## config.mk

```make
export PLATFORM = sky130hd
export DESIGN_NAME = spi_slave_drv
export DESIGN_NICKNAME = d
export VERILOG_FILES = /design/src/rtl/spi_pkg.sv /design/src/rtl/spi_edge_sync.sv /design/src/rtl/spi_slave_drv.sv
export SDC_FILE = /design/constraint.sdc
export NUM_CORES = 1
export LEC_CHECK = 0
export ABC_AREA = 0
export CORE_ASPECT_RATIO = 0.5
export CORE_MARGIN = 10
export CORE_UTILIZATION = 59
export DETAILED_ROUTE_END_ITERATION = 10
export GPL_TIMING_DRIVEN = 1
export HOLD_SLACK_MARGIN = 0.05
export PLACE_DENSITY_LB_ADDON = 0.08
export SLEW_MARGIN = 20
export SYNTH_ARGS = -nofsm -noshare
export SYNTH_HDL_FRONTEND = slang
export SYNTH_SLANG_ARGS = --single-unit
```

## constraint.sdc

```tcl
create_clock -name clk -period 2.9 [get_ports clk]
set_input_delay 0.725 -clock clk [delete_from_list [all_inputs] [get_ports clk]]
set_output_delay 0.725 -clock clk [all_outputs]
set_load 0.01 [all_outputs]
```

## src/rtl/spi_pkg.sv

```systemverilog
// Shared types and helpers for the SPI responder: FSM state encoding and counter width.
package spi_pkg;

    typedef enum logic [1:0] {
        S_ARM,
        S_IDLE,
        S_ACTIVE
    } spi_state_e;

    function automatic int unsigned cnt_width(input int unsigned maxlen);
        return $clog2(maxlen) + 1;
    endfunction

endpackage

```

## src/rtl/spi_edge_sync.sv

```systemverilog
// Multi-flop synchronizer for an asynchronous SPI pin plus rise/fall detection on the synced level.
module spi_edge_sync #(
    parameter int unsigned SYNC_STAGES = 2,
    parameter logic        RESET_VAL   = 1'b0
) (
    input  logic clk,
    input  logic sreset,
    input  logic async_in,
    output logic level,
    output logic rise,
    output logic fall
);

    logic [SYNC_STAGES-1:0] sync_q;
    logic                   prev_q;

    always_ff @(posedge clk) begin
        if (sreset) begin
            sync_q <= {SYNC_STAGES{RESET_VAL}};
            prev_q <= RESET_VAL;
        end else begin
            sync_q <= {sync_q[SYNC_STAGES-2:0], async_in};
            prev_q <= sync_q[SYNC_STAGES-1];
        end
    end

    assign level = sync_q[SYNC_STAGES-1];
    assign rise  = level & ~prev_q;
    assign fall  = ~level & prev_q;

endmodule

```

## src/rtl/spi_slave_drv.sv

```systemverilog
// SPI mode-0 responder: oversampled SCLK/SS_N/MOSI, MSB-first RX capture and TX reply shifting,
// with a single-word TX buffer behind a valid/ready load port.
module spi_slave_drv
    import spi_pkg::*;
#(
    parameter int unsigned SPI_MAXLEN  = 32,
    parameter int unsigned SYNC_STAGES = 2
) (
    input  logic                               clk,
    input  logic                               sreset,
    input  logic [SPI_MAXLEN-1:0]              tx_data,
    input  logic                               tx_valid,
    output logic                               tx_ready,
    output logic [SPI_MAXLEN-1:0]              rx_data,
    output logic [cnt_width(SPI_MAXLEN)-1:0]   rx_nbits,
    output logic                               rx_valid,
    output logic                               tx_underrun,
    output logic                               rx_overrun,
    output logic                               busy,
    input  logic                               SCLK,
    input  logic                               MOSI,
    input  logic                               SS_N,
    output logic                               MISO,
    output logic                               MISO_OE
);

    localparam int unsigned     CW       = cnt_width(SPI_MAXLEN);
    localparam int unsigned     AW       = $clog2(SYNC_STAGES + 2);
    localparam logic [AW-1:0]   ARM_WAIT = AW'(SYNC_STAGES + 1);
    localparam logic [CW-1:0]   CNT_MAX  = CW'(SPI_MAXLEN);

    logic sclk_level_unused, sclk_rise, sclk_fall;
    logic ss_level, ss_rise, ss_fall;
    logic mosi_sync, mosi_rise_unused, mosi_fall_unused;

    spi_edge_sync #(.SYNC_STAGES(SYNC_STAGES), .RESET_VAL(1'b0)) u_sclk_sync (
        .clk      (clk),
        .sreset   (sreset),
        .async_in (SCLK),
        .level    (sclk_level_unused),
        .rise     (sclk_rise),
        .fall     (sclk_fall)
    );

    spi_edge_sync #(.SYNC_STAGES(SYNC_STAGES), .RESET_VAL(1'b1)) u_ss_sync (
        .clk      (clk),
        .sreset   (sreset),
        .async_in (SS_N),
        .level    (ss_level),
        .rise     (ss_rise),
        .fall     (ss_fall)
    );

    spi_edge_sync #(.SYNC_STAGES(SYNC_STAGES), .RESET_VAL(1'b0)) u_mosi_sync (
        .clk      (clk),
        .sreset   (sreset),
        .async_in (MOSI),
        .level    (mosi_sync),
        .rise     (mosi_rise_unused),
        .fall     (mosi_fall_unused)
    );

    spi_state_e            state_q;
    logic [AW-1:0]         arm_cnt_q;
    logic [SPI_MAXLEN-1:0] tx_buf_q;
    logic                  tx_full_q;
    logic [SPI_MAXLEN-1:0] shreg_q;
    logic [SPI_MAXLEN-1:0] rx_shreg_q;
    logic [CW-1:0]         cnt_q;
    logic [SPI_MAXLEN-1:0] rx_data_q;
    logic [CW-1:0]         rx_nbits_q;
    logic                  rx_valid_q;
    logic                  tx_underrun_q;
    logic                  rx_overrun_q;
    logic                  miso_q;
    logic                  miso_oe_q;

    logic                  tx_load;
    logic [SPI_MAXLEN-1:0] rx_shreg_d;
    logic [CW-1:0]         cnt_d;
    logic                  ovf;

    assign tx_load = tx_valid && !tx_full_q;

    // Bit sampled on this clk's rise is folded in before a coincident frame close.
    always_comb begin
        rx_shreg_d = rx_shreg_q;
        cnt_d      = cnt_q;
        ovf        = 1'b0;
        if (sclk_rise) begin
            rx_shreg_d = {rx_shreg_q[SPI_MAXLEN-2:0], mosi_sync};
            if (cnt_q < CNT_MAX) begin
                cnt_d = cnt_q + 1'b1;
            end else begin
                ovf = 1'b1;
            end
        end
    end

    always_ff @(posedge clk) begin
        if (sreset) begin
            state_q       <= S_ARM;
            arm_cnt_q     <= '0;
            tx_buf_q      <= '0;
            tx_full_q     <= 1'b0;
            shreg_q       <= '0;
            rx_shreg_q    <= '0;
            cnt_q         <= '0;
            rx_data_q     <= '0;
            rx_nbits_q    <= '0;
            rx_valid_q    <= 1'b0;
            tx_underrun_q <= 1'b0;
            rx_overrun_q  <= 1'b0;
            miso_q        <= 1'b0;
            miso_oe_q     <= 1'b0;
        end else begin
            rx_valid_q <= 1'b0;
            if (tx_load) begin
                tx_buf_q  <= tx_data;
                tx_full_q <= 1'b1;
            end
            unique case (state_q)
                // Let the synchronizer flush before trusting SS_N, so a frame already
                // underway at reset is skipped rather than joined mid-stream.
                S_ARM: begin
                    if (arm_cnt_q != ARM_WAIT) begin
                        arm_cnt_q <= arm_cnt_q + 1'b1;
                    end else if (ss_level) begin
                        state_q <= S_IDLE;
                    end
                end
                S_IDLE: begin
                    if (ss_fall) begin
                        if (tx_full_q) begin
                            shreg_q   <= tx_buf_q;
                            miso_q    <= tx_buf_q[SPI_MAXLEN-1];
                            tx_full_q <= 1'b0;
                        end else if (tx_load) begin
                            shreg_q   <= tx_data;
                            miso_q    <= tx_data[SPI_MAXLEN-1];
                            tx_full_q <= 1'b0;
                        end else begin
                            shreg_q       <= '0;
                            miso_q        <= 1'b0;
                            tx_underrun_q <= 1'b1;
                        end
                        rx_shreg_q <= '0;
                        cnt_q      <= '0;
                        miso_oe_q  <= 1'b1;
                        state_q    <= S_ACTIVE;
                    end
                end
                S_ACTIVE: begin
                    rx_shreg_q <= rx_shreg_d;
                    cnt_q      <= cnt_d;
                    if (ovf) begin
                        rx_overrun_q <= 1'b1;
                    end
                    if (sclk_fall) begin
                        shreg_q <= shreg_q << 1;
                        miso_q  <= shreg_q[SPI_MAXLEN-2];
                    end
                    if (ss_rise) begin
                        rx_data_q  <= rx_shreg_d;
                        rx_nbits_q <= cnt_d;
                        rx_valid_q <= (cnt_d != '0);
                        miso_q     <= 1'b0;
                        miso_oe_q  <= 1'b0;
                        state_q    <= S_IDLE;
                    end
                end
                default: state_q <= S_ARM;
            endcase
        end
    end

    assign tx_ready    = ~tx_full_q;
    assign rx_data     = rx_data_q;
    assign rx_nbits    = rx_nbits_q;
    assign rx_valid    = rx_valid_q;
    assign tx_underrun = tx_underrun_q;
    assign rx_overrun  = rx_overrun_q;
    assign busy        = (state_q == S_ACTIVE);
    assign MISO        = miso_q;
    assign MISO_OE     = miso_oe_q;

endmodule

```

==> flow_metrics.tcl <==
set metrics [dict create \
    cts_resized 0 \
    rsz0062_at_grt "no" \
    drcViolationCount 0 \
    syn_to_final_growth_pct 22.9 \
    hold_class "reg -> reg" \
    root_buffer "clkbuf_16" \
    synthMuxAreaShare 0.00305 \
    cts.sinks 157 \
    ctsHtreeMaxLevel 4 \
    crit_buf_inv 2 \
    postRouteAntennaNets 0 \
    synth-edff-count 0 \
    clk_latency_ns 0.42 \
    min_period_ns 2.38 \
    cts_setup_buffers 0 \
    grt_pass1_wl_um 25300 \
    gr-total-overflow 0 \
    synth_compound_area_frac 0.272 \
    antenna_found_initial 0 \
    drive_above_1_share 0.0771 \
    die-area_sq_um 16000 \
    r2r_start "state_q[1]" \
    regToRegSetupSlack_ns 0.79 \
    start_kind "flip-flop" \
    die_x_um 169 \
    ir_worst_vdd_v 0.000532 \
    slew_violations 0 \
    core_sq_um 10900 \
    slowest_stage "clkdlybuf4s50_1" \
    wl_per_cell_um 15.4 \
    io_pins 83 \
    wl_um 15500 \
    crit_arrival_ns 1.66 \
    ys_types 45 \
    cts_buffers 17 \
    initial_core_util 0.600 \
    cts_tree "yes" \
    via_per_inst 5.89 \
    finalHoldViolations 0 \
    avgSynthCellArea_sq_um 8.23 \
    post-route-period-util 0.822 \
    cp_top_family "buffers and inverters" \
    tightestPinTransition_ns 0.621 \
    synth_xor_area_frac 0.00666 \
    synthAdderAreaFrac 0.0133 \
    p_total_mw 5.46 \
    fp.dieH_um 94.6 \
    synth-seq-area-share 0.478 \
    clock_skew_ns 0.0107 \
    crit_start "state_q[0]" \
    portBuffers 82 \
    ys.flop_type "dfxtp_1" \
    num_rows 27 \
    switchingPower_mw 1.52 \
    gp_congestion 0.791 \
    firstDrtPassIters 5 \
    comb_power_share 0.156 \
    p_leak_nw 2.62 \
    sw_frac_of_total 0.279 \
    p_per_area_nw_per_um2 676 \
    fmax_mhz 419 \
    critical_path_class "reg -> out" \
    holdWs_ns 0.419 \
    min-delay-start "u_ss_sync.sync_q[0]" \
    status "finished clean" \
    reg2regPathDepth 7 \
    whs_path_depth 1 \
    hold_buffers 0 \
    p_clk_frac 0.412 \
    synth_top_family_by_area "compound AO/OA/AOI/OAI gates" \
    max_cap_viol_count 0 \
    crit_required_ns 2.17 \
    drt-initial-drc-count 450 \
    synth_warnings 0 \
    grt_use_total 0.186 \
    critPathMaxFanout 4 \
    yosysTopAreaCell "dfxtp_1" \
    seq_power_share 0.432 \
    clock_path_buffers 2 \
    tns_ns 0 \
    max_stage_delay_ns 0.56 \
    netlist_instances 799 \
    cp-end-kind "output pin" \
    grt_pass1_vias 5234 \
    hold_end "u_ss_sync.sync_q[1]" \
    clk_pin_slew_worst_paths_ns 0.06 \
    synth-simple-area-share 0.173 \
    synth_area_sq_um 6570 \
    ys_seq_elements 157 \
    synth-async-reset-ratio 0 \
    crit_chain "inv_1, ha_1, clkdlybuf4s50_1" \
    diodes 0 \
    r2r-end "rx_shreg_q[31]" \
    netlist_top_cells_area "dfxtp_1, nand2_1, a21oi_1" \
    nets 888 \
    synthesis.nets 844 \
    final_util 0.738 \
    dp_hpwl_um 9310 \
    dr_total_vias 5892 \
    internal-power_mw 3.94 \
    grt_max_degree 78 \
    slew_headroom 0.586 \
    yosys.area.top_type_share 0.478 \
    setup_viol 0 \
]
==> power groups by stage <==
stage	Combinational (mW)	Sequential, mW	Clock (mW)
2_1_floorplan	0.573	2.39	0
3_3_place_gp	0.828	2.40	0
3_5_place_dp	0.847	2.40	0
4_1_cts	0.853	2.36	2.27
5_1_grt	0.940	2.37	2.37
6_report	0.852	2.36	2.25
==> worst max path at each step <==
| stage | end | depth (start not counted) | slack (ns) |
|---|---|---|---|
| after global routing | busy | 3 | 0.46 |
| after global placement | shreg_q[30] | 6 | 0.73 |
| after CTS | busy | 3 | 0.50 |
| final | busy | 3 | 0.52 |
| after floorplan | shreg_q[10] | 6 | 1.17 |
| after detailed placement | shreg_q[11] | 6 | 0.70 |
==> registers in the layout (all words and copies together), names as in the netlist, 2 cells and up <==
| name | flops |
|---|---|
| state_q | 2 |
| rx_shreg_q | 32 |
| u_sclk_sync.sync_q | 2 |
| u_ss_sync.sync_q | 2 |
| u_mosi_sync.sync_q | 2 |
| shreg_q | 31 |
| cnt_q | 6 |
| rx_data | 32 |
| arm_cnt_q | 2 |
| rx_nbits | 6 |
| tx_buf_q | 32 |
==> worst register-to-register path, delay by kind of cell (launching register included) <==
kind	cells	cell delay [ns]
fa+ha+maj	1	0.52
simple gates	1	0.39
compound gates	3	0.38
buf+inv	2	0.35
flops	1	0.34
==> kinds of logic (layout without fill, tap and decap cells) <==
group / Yosys count / count (layout)
AOI/OAI and AO/OA: 267 / 267
xor gates and xnor gates: 5 / 5
adders and majority gates: 7 / 7
buffers and inverters: 84 / 141
DFF: 157 / 157
muxes: 2 / 2
and+or+nand+nor: 277 / 277
==> layer usage <==
layer,global-route usage,wire length (um),up-vias
li1,-,-,2926
met3,0.0427,904,6
met4,0.0521,72,0
met1,0.240,7000,2794
met5,0,0,-
met2,0.309,7490,166
==> cell usage in the layout, fill, tap and decap left out, drive strengths merged, types with 6 or more instances in the layout <==
cell and instances:
a21oi 108, clkbuf 18, a311oi 35, inv 13, a221o 31, nand2 194, dfxtp 157, o211ai 30
buf 20, nor2b 9, nand2b 6, nor2 48, o21ai 40, a211oi 9, ha 7, clkdlybuf4s50 81
==> layout make-up <==
cell class | count | area (sq um)
clock buffers | 18 | 439
multi-input cells | 558 | 3100
well taps | 145 | 181
inverters | 8 | 30.0
repair buffers | 101 | 1020
fillers | 863 | 2870
flip-flops and latches | 157 | 3140
clock inverters | 14 | 159
==> stage by stage <==
| step | setup WS, ns | cell area [sq um] | instances |
|---|---|---|---|
| floorplan | 1.17 | 6570 | 799 |
| global placement | 0.732 | 7480 | 969 |
| detailed placement | 0.701 | 7480 | 969 |
| CTS | 0.496 | 8080 | 1001 |
| global route | 0.460 | 8080 | 1001 |
| finish | 0.515 | 8080 | 1001 |
==> synth_stat cells, types with 2 or more instances <==
| cell type | number |
|---|---|
| or2_2 | 3 |
| xnor2_1 | 4 |
| a211oi_2 | 2 |
| o21ai_0 | 40 |
| nand3b_1 | 3 |
| nor2_1 | 48 |
| a211oi_1 | 7 |
| nand2_1 | 194 |
| a221o_1 | 31 |
| nor2b_1 | 9 |
| nand3_1 | 3 |
| clkbuf_1 | 45 |
| buf_1 | 3 |
| o211ai_1 | 30 |
| buf_2 | 27 |
| a31oi_1 | 3 |
| mux2i_1 | 2 |
| a41oi_1 | 2 |
| nand2b_1 | 6 |
| a21oi_2 | 2 |
| nor3_1 | 4 |
| ha_1 | 7 |
| inv_1 | 7 |
| a311oi_1 | 35 |
| a21oi_1 | 106 |
| dfxtp_1 | 157 |
(Power assumes the default switching activity.)
==> variant 1, RTL diff (same settings) <==
The parameter `SPI_MAXLEN` goes from 32 to 16.
--- a/src/rtl/spi_slave_drv.sv
+++ b/src/rtl/spi_slave_drv.sv
@@ -3,7 +3,7 @@
 module spi_slave_drv
     import spi_pkg::*;
 #(
-    parameter int unsigned SPI_MAXLEN  = 32,
+    parameter int unsigned SPI_MAXLEN  = 16,
     parameter int unsigned SYNC_STAGES = 2
 ) (
     input  logic                               clk,
Interface: changed (resized rx_data, rx_nbits and tx_data); port bits go from 83 to 50. No check against the original RTL was run, so the function may have changed too.
==> variant 1 against the unedited design <==
- critical path type is now register to register
- first-iteration DRC count is 44% lower
- wire length is 42% lower
- power is 42% lower
- setup slack better by 130 ps
- final area is 41% lower
- sequential cell count is 66 lower
- critical endpoint is now rx_shreg_q[9]
- synthesized cell count is 46% lower
- area after synthesis is 40% lower
- fmax is 5.6% higher
==> variant 1: results (changes against the unedited design) <==
| Metric | Value |
|---|---|
| Filler cell count in the final layout | `483 (-44%)` |
| DR iter-0 viols | `250 (-44%)` |
| GR Util met2 | `29.3% (-1.6 points)` |
| Status | `finished clean` |
| Largest net degree at the start of global routing | `42 (-46%)` |
| Vias in the first global route | `3206 (-39%)` |
| Sequential-to-total area share from yosys stat | `46.2% (-1.6 points)` |
| Port Buf Inserts | `49 (-40%)` |
| Lkg Pwr | `1.73 nW (-34%)` |
| CTS Buf Count | `9 (-8)` |
| Final cell count without fillers | `559 (-44%)` |
| Mean Syn Cell Area | `9.13 um2 (+11%)` |
| WL/cell | `16.2 um (+4.8%)` |
| Share of cells above drive strength 1 | `7.86% (+0.15 points)` |
| Detail Placement HPWL | `5930 um (-36%)` |
| Gp weighted congestion | `0.774 (-2.2%)` |
| Multiplexer area fraction after synthesis | `4.82% (+4.5 points)` |
| Worst-Margin Slew | `717 ps (+96.5 ps)` |
| Placed cell area | `4430 um2 (-41%)` |
| Post-synth top cells | `91 x dfxtp_1, 51 x nor2_1, 42 x a21oi_1` |
| Minimum hold slack | `411 ps (-8.45 ps)` |
| Crit Path Max Fanout | `26 (+22)` |
| Total core area | `6280 um2 (-43%)` |
| Reg2reg end | `rx_shreg_q[9]` |
| Reg2Reg Setup Slack | `640 ps (-150 ps)` |
| Routed wl met2 | `4490 um (-40%)` |
| Nets | `496 (-44%)` |
| Met3 WL | `593 um (-34%)` |
| Net Sw Frac | `26.1% (-1.8 points)` |
| Tot Pwr | `0.00319 W (-42%)` |
| Clock Power Share | `38.3% (-2.9 points)` |
| Max Clock Skew | `5.82 ps (-4.90 ps)` |
| Critical Path AT | `2530 ps (+870 ps)` |
| Seq pwr share | `43.0% (-0.2 points)` |
| Wire length on met1 | `3860 um (-45%)` |
| Synth Area in XOR/XNOR | `0.889% (+0.22 points)` |
-- variant 1: cell types whose count changed after synthesis, moves of 17 or more --
cell,before,now
a21oi_1,106,42
a311oi_1,35,3
a221o_1,31,14
mux2i_1,2,19
nand2_1,194,39
o21ai_0,40,2
dfxtp_1,157,91
a22oi_1,0,19
clkbuf_1,45,13
-- variant 1: critical path, cell delays in order (launching register included) --
cell and delay [ps]:
dfxtp_1 340, inv_1 110, ha_1 170, buf_4 300
inv_2 240, a211oi_4 630, a22oi_1 210, nor2_1 170
-- variant 1: final cells by class --
cell class | instances | area (um2) | share of cell area, %
Clock buffer | 13 | 250 | 5.28
Clock inverter | 2 | 60.1 | 1.27
Inverter | 9 | 33.8 | 0.713
Multi-Input combinational cell | 298 | 1910 | 40.3
Sequential cell | 91 | 1820 | 38.5
Tap cell | 88 | 110 | 2.32
Timing Repair Buffer | 58 | 553 | 11.7
==> variant 2, RTL diff (config.mk and constraints unchanged) <==
Made on the original files. Reset style: asynchronous (`sreset`), changed in 2 clocked blocks.
--- a/src/rtl/spi_edge_sync.sv
+++ b/src/rtl/spi_edge_sync.sv
@@ -14,7 +14,7 @@
     logic [SYNC_STAGES-1:0] sync_q;
     logic                   prev_q;
 
-    always_ff @(posedge clk) begin
+    always_ff @(posedge clk or posedge sreset) begin
         if (sreset) begin
             sync_q <= {SYNC_STAGES{RESET_VAL}};
             prev_q <= RESET_VAL;
--- a/src/rtl/spi_slave_drv.sv
+++ b/src/rtl/spi_slave_drv.sv
@@ -97,7 +97,7 @@
         end
     end
 
-    always_ff @(posedge clk) begin
+    always_ff @(posedge clk or posedge sreset) begin
         if (sreset) begin
             state_q       <= S_ARM;
             arm_cnt_q     <= '0;
Behaviour: differs if sreset is asserted again (counterexample within 4 cycles, from zero or initial values and one cycle with sreset high); with sreset held inactive, the same outputs for 10 cycles.
==> variant 2 against the unedited design <==
- global-route usage is 1.0 points lower
- highest routed layer unchanged
- sequential cell count is the same
- final area up 2.6%
- wire length down 11%
- register-to-register slack worse by 340 ps
- setup slack lost 160 ps
- area after synthesis grew 2.2%
Power is not compared: it rests on default switching activity, and its combinational part moved more than twofold at a synthesized area within 25%.
==> variant 2: results (changes against the unedited design) <==
| Metric | Value |
|---|---|
| Synth Net Count | `618 (-27%)` |
| Place WS | `432 ps (-269 ps)` |
| Worst-Margin Slew | `1010 ps (+385 ps)` |
| Slowest stage delay, CP | `590 ps (+30 ps)` |
| Synth unique cells | `43 (-4.4%)` |
| First drt pass iteration count | `8 (+3)` |
| Status | `finished clean` |
| Gp weighted congestion | `0.769 (-2.8%)` |
| Syn Inst Count | `574 (-28%)` |
| WL/cell | `17.2 um (+11%)` |
| # placed instances | `767 (-21%)` |
| Post-synth top cells | `154 x dfrtp_1, 75 x nand2_1, 47 x o21ai_0` |
| DR iter-0 viols | `467 (+3.8%)` |
| Max Clock Skew | `10.9 ps (+0.194 ps)` |
| Nets | `685 (-23%)` |
| Sequential-to-total area share from yosys stat | `58.5% (+11 points)` |
| Placed cell area | `7650 um2 (+2.3%)` |
| First-pass GRT wire length | `23300 um (-8.1%)` |
| Largest net degree at the start of global routing | `87 (+12%)` |
| Overall routing resource usage | `17.6% (-1.0 points)` |
| Vias/cell | `5.81 (-1.3%)` |
| Clk root buf | `clkbuf_16` |
| Critical Path AT | `1820 ps (+160 ps)` |
| Top_reg_cell synth | `dfrtp_1` |
| Vias in the first global route | `4675 (-11%)` |
| Crit Path Max Fanout | `6 (+2)` |
| Filler cell count in the final layout | `739 (-14%)` |
| FFs w/ async S/R, synth | `100% (+100 points)` |
==> variant 2: cell count changes in the layout (fill, tap and decap cells not counted), sizes merged, moves of 33 or more <==
cell	before	now
a21oi	108	2
a22o	1	34
a311oi	35	0
dfrtp	0	154
dfxtp	157	0
mux2	0	35
nand2	194	75
==> variant 2: per-layer routing <==
layer	wire length (um)	part of all wire, %	vias to the layer above	track usage [%]
met5	0	0	-	0
met4	108	0.79	0	5.18
met3	745	5.4	12	5.19
met2	6520	47	84	27.7
met1	6370	46	2320	23.4
li1	-	-	2224	-
==> variant 2: layout make-up <==
class                   count  area share, %
inverters                   5          0.272
multi-input cells         367           31.1
well taps                 145           2.19
clock buffers              17           5.13
repair buffers             93           11.4
flip-flops and latches    157           47.4
clock inverters            15           2.52
==> variant 2: final timing paths <==
path                       cells past startpoint                  start                    end  slack, ps
max reg2reg                                    7             state_q[1]            shreg_q[17]        450
min                                            0  u_mosi_sync.sync_q[0]  u_mosi_sync.sync_q[1]        350
min in group asynchronous                      3                 sreset           tx_buf_q[31]        780
min reg2reg                                    0  u_mosi_sync.sync_q[0]  u_mosi_sync.sync_q[1]        350
max                                            3             state_q[0]                   busy        350
max in group asynchronous                      3                 sreset            rx_data[31]       1740
==> variant 2: through the flow <==
stage,utilization [%],hold WS (ps)
after floorplan,-,331
after global placement,69.3,336
after detailed placement,69.3,338
after CTS,75.0,357
after global routing,75.0,361
final,75.0,351
==> variant 2: power groups by stage <==
stage	clock network (W)	registers, W	logic [W]
finish	0.00236	0.00295	0.00171
global route	0.00251	0.00301	0.00192
CTS	0.00240	0.00295	0.00173
detailed placement	0	0.00299	0.00173
global placement	0	0.00296	0.00168
floorplan	0	0.00293	0.00133
==> variant 2: cell families after synthesis <==
family / Yosys count / share of synthesized area, %
buffers and inverters: 50 / 3.33
AOI/OAI and AO/OA: 159 / 17.5
muxes: 69 / 10.9
and+or+nand+nor: 128 / 7.99
xor gates and xnor gates: 5 / 0.652
DFF: 157 / 58.5
adders and majority gates: 6 / 1.12
